`src/rtl/pipe_imem_responder.sv`:
```
// -----------------------------------------------------------------------------
// pipe_imem_responder
//   Memory end of the IF-stage fetch interface. A fetch request (byte PC) is
//   accepted in IDLE. After WAIT wait-state cycles the 32-bit instruction is
//   returned together with a one-cycle rdy pulse. A side load port writes
//   program words in any state, so memory can be filled before or during
//   fetching.
//
// Parameters
//   ADDR_W     word-address bits; depth is 2**ADDR_W words; PC[ADDR_W+1:2] index
//   WAIT       wait-state cycles between request accept and response (0..7)
//   RESET_INS  value of ins after reset and on a misaligned fetch
//
// Ports
//   clock     in   rising-edge clock
//   resetn    in   asynchronous active-low reset
//   req       in   fetch request, held with addr stable until rdy
//   addr      in   byte PC of the fetch (upper bits ignored, aliases modulo depth)
//   rdy       out  one-cycle pulse: ins/misalign valid
//   ins       out  fetched instruction (registered, holds until next response)
//   misalign  out  addr[1:0]!=0 for the answered request, valid with rdy
//   busy      out  1 while a request is in flight (state != IDLE)
//   ld_we     in   program-load write enable
//   ld_addr   in   program-load word address
//   ld_data   in   program-load data
// -----------------------------------------------------------------------------
module pipe_imem_responder #(
  parameter int          ADDR_W    = 6,
  parameter int          WAIT      = 1,
  parameter logic [31:0] RESET_INS = 32'h0000_0000
) (
  input  logic              clock,
  input  logic              resetn,
  input  logic              req,
  input  logic [31:0]       addr,
  output logic              rdy,
  output logic [31:0]       ins,
  output logic              misalign,
  output logic              busy,
  input  logic              ld_we,
  input  logic [ADDR_W-1:0] ld_addr,
  input  logic [31:0]       ld_data
);

  localparam int         DEPTH    = 2 ** ADDR_W;
  localparam logic [2:0] WAIT_CNT = 3'(WAIT);

  typedef enum logic [1:0] {
    S_IDLE = 2'd0,
    S_WAIT = 2'd1,
    S_RESP = 2'd2
  } state_t;

  state_t            state_reg, state_next;
  logic [2:0]        cnt_reg, cnt_next;
  logic [ADDR_W-1:0] widx_reg, widx_next;
  logic              mis_reg, mis_next;
  logic [31:0]       ins_reg;
  logic              misalign_reg;

  logic [31:0]       mem [DEPTH];

  // Decode of the live request; only meaningful while IDLE.
  logic [ADDR_W-1:0] req_idx;
  logic              req_mis;
  assign req_idx = addr[ADDR_W+1:2];
  assign req_mis = (addr[1:0] != 2'b00);

  // PC bits above the word index are deliberately ignored (address aliasing).
  logic unused_addr_hi;
  assign unused_addr_hi = ^addr[31:ADDR_W+2];

  // Response load happens on the edge that enters RESP. With WAIT==0 that is
  // the accepting edge itself, so the index comes straight from addr instead
  // of the captured copy.
  logic              resp_load;
  logic [ADDR_W-1:0] load_idx;
  logic              load_mis;
  assign resp_load = (state_next == S_RESP);
  assign load_idx  = (state_reg == S_IDLE) ? req_idx : widx_reg;
  assign load_mis  = (state_reg == S_IDLE) ? req_mis : mis_reg;

  // ---------------------------------------------------------------------------
  // State register (plus datapath registers that share the reset)
  // ---------------------------------------------------------------------------
  always_ff @(posedge clock or negedge resetn) begin
    if (!resetn) begin
      state_reg    <= S_IDLE;
      cnt_reg      <= 3'd0;
      widx_reg     <= '0;
      mis_reg      <= 1'b0;
      ins_reg      <= RESET_INS;
      misalign_reg <= 1'b0;
    end else begin
      state_reg <= state_next;
      cnt_reg   <= cnt_next;
      widx_reg  <= widx_next;
      mis_reg   <= mis_next;
      if (resp_load) begin
        // Non-blocking read of mem gives read-before-write on a load collision.
        ins_reg      <= load_mis ? RESET_INS : mem[load_idx];
        misalign_reg <= load_mis;
      end
    end
  end

  // Program memory: no reset, contents survive resetn.
  always_ff @(posedge clock) begin
    if (ld_we) begin
      mem[ld_addr] <= ld_data;
    end
  end

  // ---------------------------------------------------------------------------
  // Next-state logic
  // ---------------------------------------------------------------------------
  always_comb begin
    state_next = state_reg;
    cnt_next   = cnt_reg;
    widx_next  = widx_reg;
    mis_next   = mis_reg;
    case (state_reg)
      S_IDLE: begin
        if (req) begin
          widx_next  = req_idx;
          mis_next   = req_mis;
          cnt_next   = WAIT_CNT;
          state_next = (WAIT_CNT == 3'd0) ? S_RESP : S_WAIT;
        end
      end
      S_WAIT: begin
        cnt_next = cnt_reg - 3'd1;
        // <=1 also recovers from a stray zero count instead of wrapping.
        if (cnt_reg <= 3'd1) begin
          state_next = S_RESP;
        end
      end
      S_RESP: begin
        // Response lasts exactly one cycle; req seen here is ignored.
        state_next = S_IDLE;
      end
      default: begin
        state_next = S_IDLE;
      end
    endcase
  end

  // ---------------------------------------------------------------------------
  // Output logic
  // ---------------------------------------------------------------------------
  always_comb begin
    rdy      = (state_reg == S_RESP);
    busy     = (state_reg != S_IDLE);
    ins      = ins_reg;
    misalign = misalign_reg;
  end

endmodule
```
`config.mk`:
```
export PLATFORM = sky130hd
export DESIGN_NAME = pipe_imem_responder
export DESIGN_NICKNAME = d
export VERILOG_FILES = /design/src/rtl/pipe_imem_responder.sv
export SDC_FILE = /design/constraint.sdc
export NUM_CORES = 2
export LEC_CHECK = 0
export CAP_MARGIN = 20
export CORE_MARGIN = 2
export CORE_UTILIZATION = 34
export CTS_CLUSTER_SIZE = 16
export DETAILED_ROUTE_END_ITERATION = 10
export GPL_ROUTABILITY_DRIVEN = 0
export PLACE_DENSITY = 0.56
export SYNTH_ARGS = -nofsm -noshare
export SYNTH_HDL_FRONTEND = slang
export SYNTH_SLANG_ARGS = --single-unit
```
`constraint.sdc`:
```
create_clock -name clock -period 7.9 [get_ports clock]
set_input_delay 1.58 -clock clock [delete_from_list [all_inputs] [get_ports clock]]
set_output_delay 1.58 -clock clock [all_outputs]
set_load 0.01 [all_outputs]
```
# Word-level counts from Yosys, hierarchy flattened
# Memory sizes are Yosys's and may differ from the RTL's.
# Cells that the tools add are included.
# totals
ff_bits	45
ram_bits	2048
input_bits	74
out_inout_bits	35
n_memories	1
# mem_list
name	words	width	rd	rd_ports_with_merged_regs	wr	line	text
mem	64	32	1	0	1	61	logic [31:0] mem [DEPTH];
# op_classes
addsub	1
magnitude_cmp	1
n_eq_ne	4
mux	10
reduce_logical	6
# ops
op	n
$mux 32	1
$mux 6	1
$pmux 3 s2	1
$reduce_bool 2->1	3
$eq 2x2->1 const B	2
$mux 2	2
$pmux 2 s2	1
$reduce_and 2->1	2
$le 3x1->1 const B	1
$mux 1	3
$mux 3	1
$sub 3x1->3 const B	1
$eq 2x1->1 const B	1
$logic_not 2->1	1
$ne 2x2->1 const B	1

# Depth between registers and ports, before layout
# depth
depth_word	4
mapped_depth	12
mapped_depth_nobuf	9

# Worst setup path after synthesis
# OpenSTA, ideal clock, no wires.
# synth_path
path_type	input -> register
start	input port ld_addr[3]
end	memory mem[48][0], enable pin
setup_ns	0.461
arrival_time_ns	4.310
required_ns	7.439
slack_ns	3.129
stages	4
path_buffers	1
path_cell_list	clkbuf_1 -> nor2b_1 -> nand4b_1 -> nor3_1
# synth_rtl
element	line	text
from (decl)	41	input logic [ADDR_W-1:0] ld_addr,
to (decl)	61	
# No word-level cell before the write port.

# Worst setup path after layout
# layout_path
start	input port addr[4]
end	register ins_reg[1] (netlist: ins[1])
# layout_via
elab_chain_len	3
# layout_rtl
element	line	text
from (decl)	35	input logic [31:0] addr,
$mux 6	80	assign load_idx = (state_reg == S_IDLE) ? req_idx : widx_reg;
$mem_v2 64x32	--	
$mux 32	101	ins_reg <= load_mis ? RESET_INS : mem[load_idx];
to (signal assigned)	101	
to (decl)	58	logic [31:0] ins_reg;
# Every way passes these cells.
# A chain may end at the register's enable or synchronous reset.

==> impl_metrics.csv <==
group,metric,value,unit
power,p_comb_share,33.3,%
timing,fmax,193,MHz
clock_tree,cts.repair.resized,0,
timing,finalHoldViolations,0,
floorplanning,initial_utilization,34.2,%
power,switching_power,0.0121,W
synth,synth_seq_cells,2093,
global_routing,grt_max_degree,125,
global_routing,grt_pass1_vias,46685,
detailed_routing,drtPass1Iterations,8,
detailed_routing,vias,49063,
timing,skew,0.0303,ns
clock_tree,clk_latency,0.85,ns
finish,final_util,39.1,%
global_routing,grt_pass1_wl,341000,µm
floorplanning,fp-row-count,179,
synth,synthDistinctLibCells,62,
floorplanning,die_w,493,µm
place,hpwl,129000,µm
timing,finalSetupViolCount,0,
detailed_routing,remaining_drc_errors,18,
place,portBuffers,84,
power,vdd_drop_max,0.000296,V
floorplanning,io_pins,109,
worst_setup_path,cp-end-kind,"flip-flop",
timing,tightestPinTransition,1.09,ns
synth,synth_ff_type,"edfxtp_1",
worst_setup_path,worstPathRequired,8.61,ns
clock_tree,post-cts-setup-buffers,0,
worst_setup_path,worstSetupPathType,"in -> reg",
clock_tree,cts_tree,"yes",
timing,setup-tns-final,0,ns
floorplanning,die-area,243000,µm²
detailed_routing,finalWirelength,240000,µm
global_routing,grt.total_usage,19.2,%
timing,period_needed,5.19,ns
detailed_routing,vias_per_cell,5.48,
clock_tree,cts-root-buf,"clkbuf_16",
clock_tree,max-clock-path-buffers,3,
synth,yosys_warnings,0,
synth,postSynth.asyncResetShare,2.15,%
worst_setup_path,cp_max_fo,116,
power,p_clk_share,28.6,%
power,power.density,353,nW/µm²
global_routing,gr-total-overflow,0,
timing,slew_headroom,27.1,%
finish,syn2layout_area_growth,14.6,%
power,intPower,0.0207,W
clock_tree,cts_buffers,211,
power,seqPwrFrac,38.1,%
power,power,0.0328,W
min_path,hold_class,"reg -> reg",
flow_run,max_cap_violations,0,
detailed_routing,drt_iter0_drc,5559,
timing,slew_viol_final,0,
synth,syn_inst,5505,
finish,largest_reg_flops,2048,
detailed_routing,ant_nets,0,
run_status,status,"finished with violations",
synth,syn_avg_cell_area,14.8,µm²
worst_setup_path,startpoint_type,"input pin",
clock_tree,h-tree-depth,4,
timing,layout_setup_ws,2.71,ns
synth,synth_seq_area_share,77.1,%
worst_setup_path,worstPathArrival,5.90,ns
clock_tree,clk_pin_slew,0.06,ns
clock_tree,hold_buffers,0,
timing,whs,0.515,ns
synth,synth_area,81300,µm²
global_routing,grt_antenna_before_repair,22,
timing,period_share,65.7,%
clock_tree,cts.sinks,2093,
synth,synth-edff-count,2048,
floorplanning,die-height,493,µm
run_status,violations,"DRC",
synth,synth_fp_nets,5581,
detailed_routing,wl_per_cell,26.8,µm
place,place_ws,2.05,ns
power,p_leak,30.2,nW
floorplanning,core,238000,µm²
timing,rsz0062_at_grt,"false",
finish,drive_gt1_share,10.8,%
finish,layout.nets,5685,
power,p_sw_share,36.9,%
-- kinds of logic after synthesis --
| logic type | after synthesis | share of synthesized area [%] |
|---|---|---|
| flops | 2093 | 77.1 |
| simple gates | 1899 | 10.2 |
| mux | 265 | 3.29 |
| compound gates | 864 | 7.33 |
| fa+ha+maj | 2 | 0.0308 |
| buf+inv | 382 | 2.05 |
-- per-stage QoR --
stage | cell area, µm² | instances
floorplan | 81300 | 5505
global placement | 86400 | 8548
detailed placement | 86400 | 8548
CTS | 92800 | 8935
global route | 93100 | 8957
finish | 93100 | 8958
-- critical path, cell delays in order --
cell	delay, ns
clkdlybuf4s50_1	0.50
or3b_1	0.44
nand2_8	0.46
nor2_4	0.79
buf_4	0.44
a32oi_1	0.16
a31oi_1	0.60
a31oi_1	0.23
or3_1	0.41
-- area by class of cell --
type                            count  area, µm²
Sequential cell                  2093      62600
Antenna cell                        8       20.0
Tap cell                         3167       3960
Multi-Input combinational cell   3030      17700
Clock inverter                     90        662
Clock buffer                      297       5730
Fill cell                       21853     145000
Timing Repair Buffer              266       2390
Inverter                            7       26.3
-- path summary, 6_finish.rpt --
kind	slack, ns	cells after the start	end	startpoint
setup / recovery	2.71	9	ins[1]	addr[4]
hold / removal	0.52	1	misalign	misalign
setup reg to reg	2.84	8	ins[1]	state_reg[0]
hold reg to reg	0.52	1	misalign	misalign
max in group asynchronous	6.33	2	ins[29]	resetn
min in group asynchronous	0.93	2	widx_reg[5]	resetn
-- cells in the mapped netlist, types with 4 or more instances --
library cell	number	share of area [%]
nand4_1	118	0.91
a32oi_1	151	1.6
mux2_2	6	0.083
buf_2	113	0.70
edfxtp_1	2048	76
buf_1	37	0.17
a22oi_1	93	0.86
buf_4	14	0.13
mux2i_1	258	3.2
a31oi_1	148	1.1
inv_1	6	0.028
nor3_1	21	0.13
nand2_1	1191	5.5
a31o_2	24	0.26
buf_6	5	0.069
clkbuf_1	206	0.95
nor4_1	25	0.19
nor2b_1	5	0.038
o21ai_0	96	0.59
nor2_1	80	0.37
dfrtp_1	45	1.4
a211o_1	9	0.097
o221ai_1	32	0.34
nand3_1	329	2.0
a21oi_1	175	1.1
nand2b_1	4	0.031
or3_1	26	0.20
a211oi_1	57	0.53
o22ai_1	38	0.29
and3_1	73	0.56
o32a_1	4	0.049
a211oi_2	13	0.20
-- placed cells by master (no fill, tap or decap), types with 13 or more instances in the layout --
cell | netlist | layout
edfxtp_1 | 2048 | 2048
nand2_1 | 1191 | 1191
nand3_1 | 329 | 329
mux2i_1 | 258 | 257
clkbuf_16 | 0 | 215
a21oi_1 | 175 | 175
buf_4 | 14 | 155
a32oi_1 | 151 | 151
a31oi_1 | 148 | 143
nand4_1 | 118 | 118
o21ai_0 | 96 | 94
a22oi_1 | 93 | 93
clkbuf_1 | 206 | 78
and3_1 | 73 | 73
nor2_4 | 2 | 71
a211oi_1 | 57 | 57
clkdlybuf4s50_1 | 0 | 51
dfrtp_1 | 45 | 45
clkinv_1 | 0 | 43
o22ai_1 | 38 | 38
buf_2 | 113 | 33
o221ai_1 | 32 | 32
clkinv_2 | 0 | 26
buf_12 | 0 | 26
or3_1 | 26 | 25
nor4_1 | 25 | 25
a31o_2 | 24 | 24
nor3_1 | 21 | 19
nor2_1 | 80 | 13
a211oi_2 | 13 | 13
-- per-layer routing --
layer | global-route usage, % | part of all wire (%) | up-vias
li1 | - | - | 21396
met1 | 26.9 | 42 | 25250
met2 | 30.9 | 48 | 2041
met3 | 2.81 | 7.2 | 364
met4 | 6.12 | 2.9 | 12
met5 | 0 | 0.030 | -
-- power groups by stage --
stage	Sequential, W	Combinational [W]	Clock [W]
2_1_floorplan	0.0127	0.00674	0
3_3_place_gp	0.0127	0.0109	0
3_5_place_dp	0.0127	0.0109	0
4_1_cts	0.0125	0.0110	0.00953
5_1_grt	0.0125	0.0118	0.00995
6_report	0.0125	0.0109	0.00940
No activity file was read; power rests on OpenSTA's default activity.
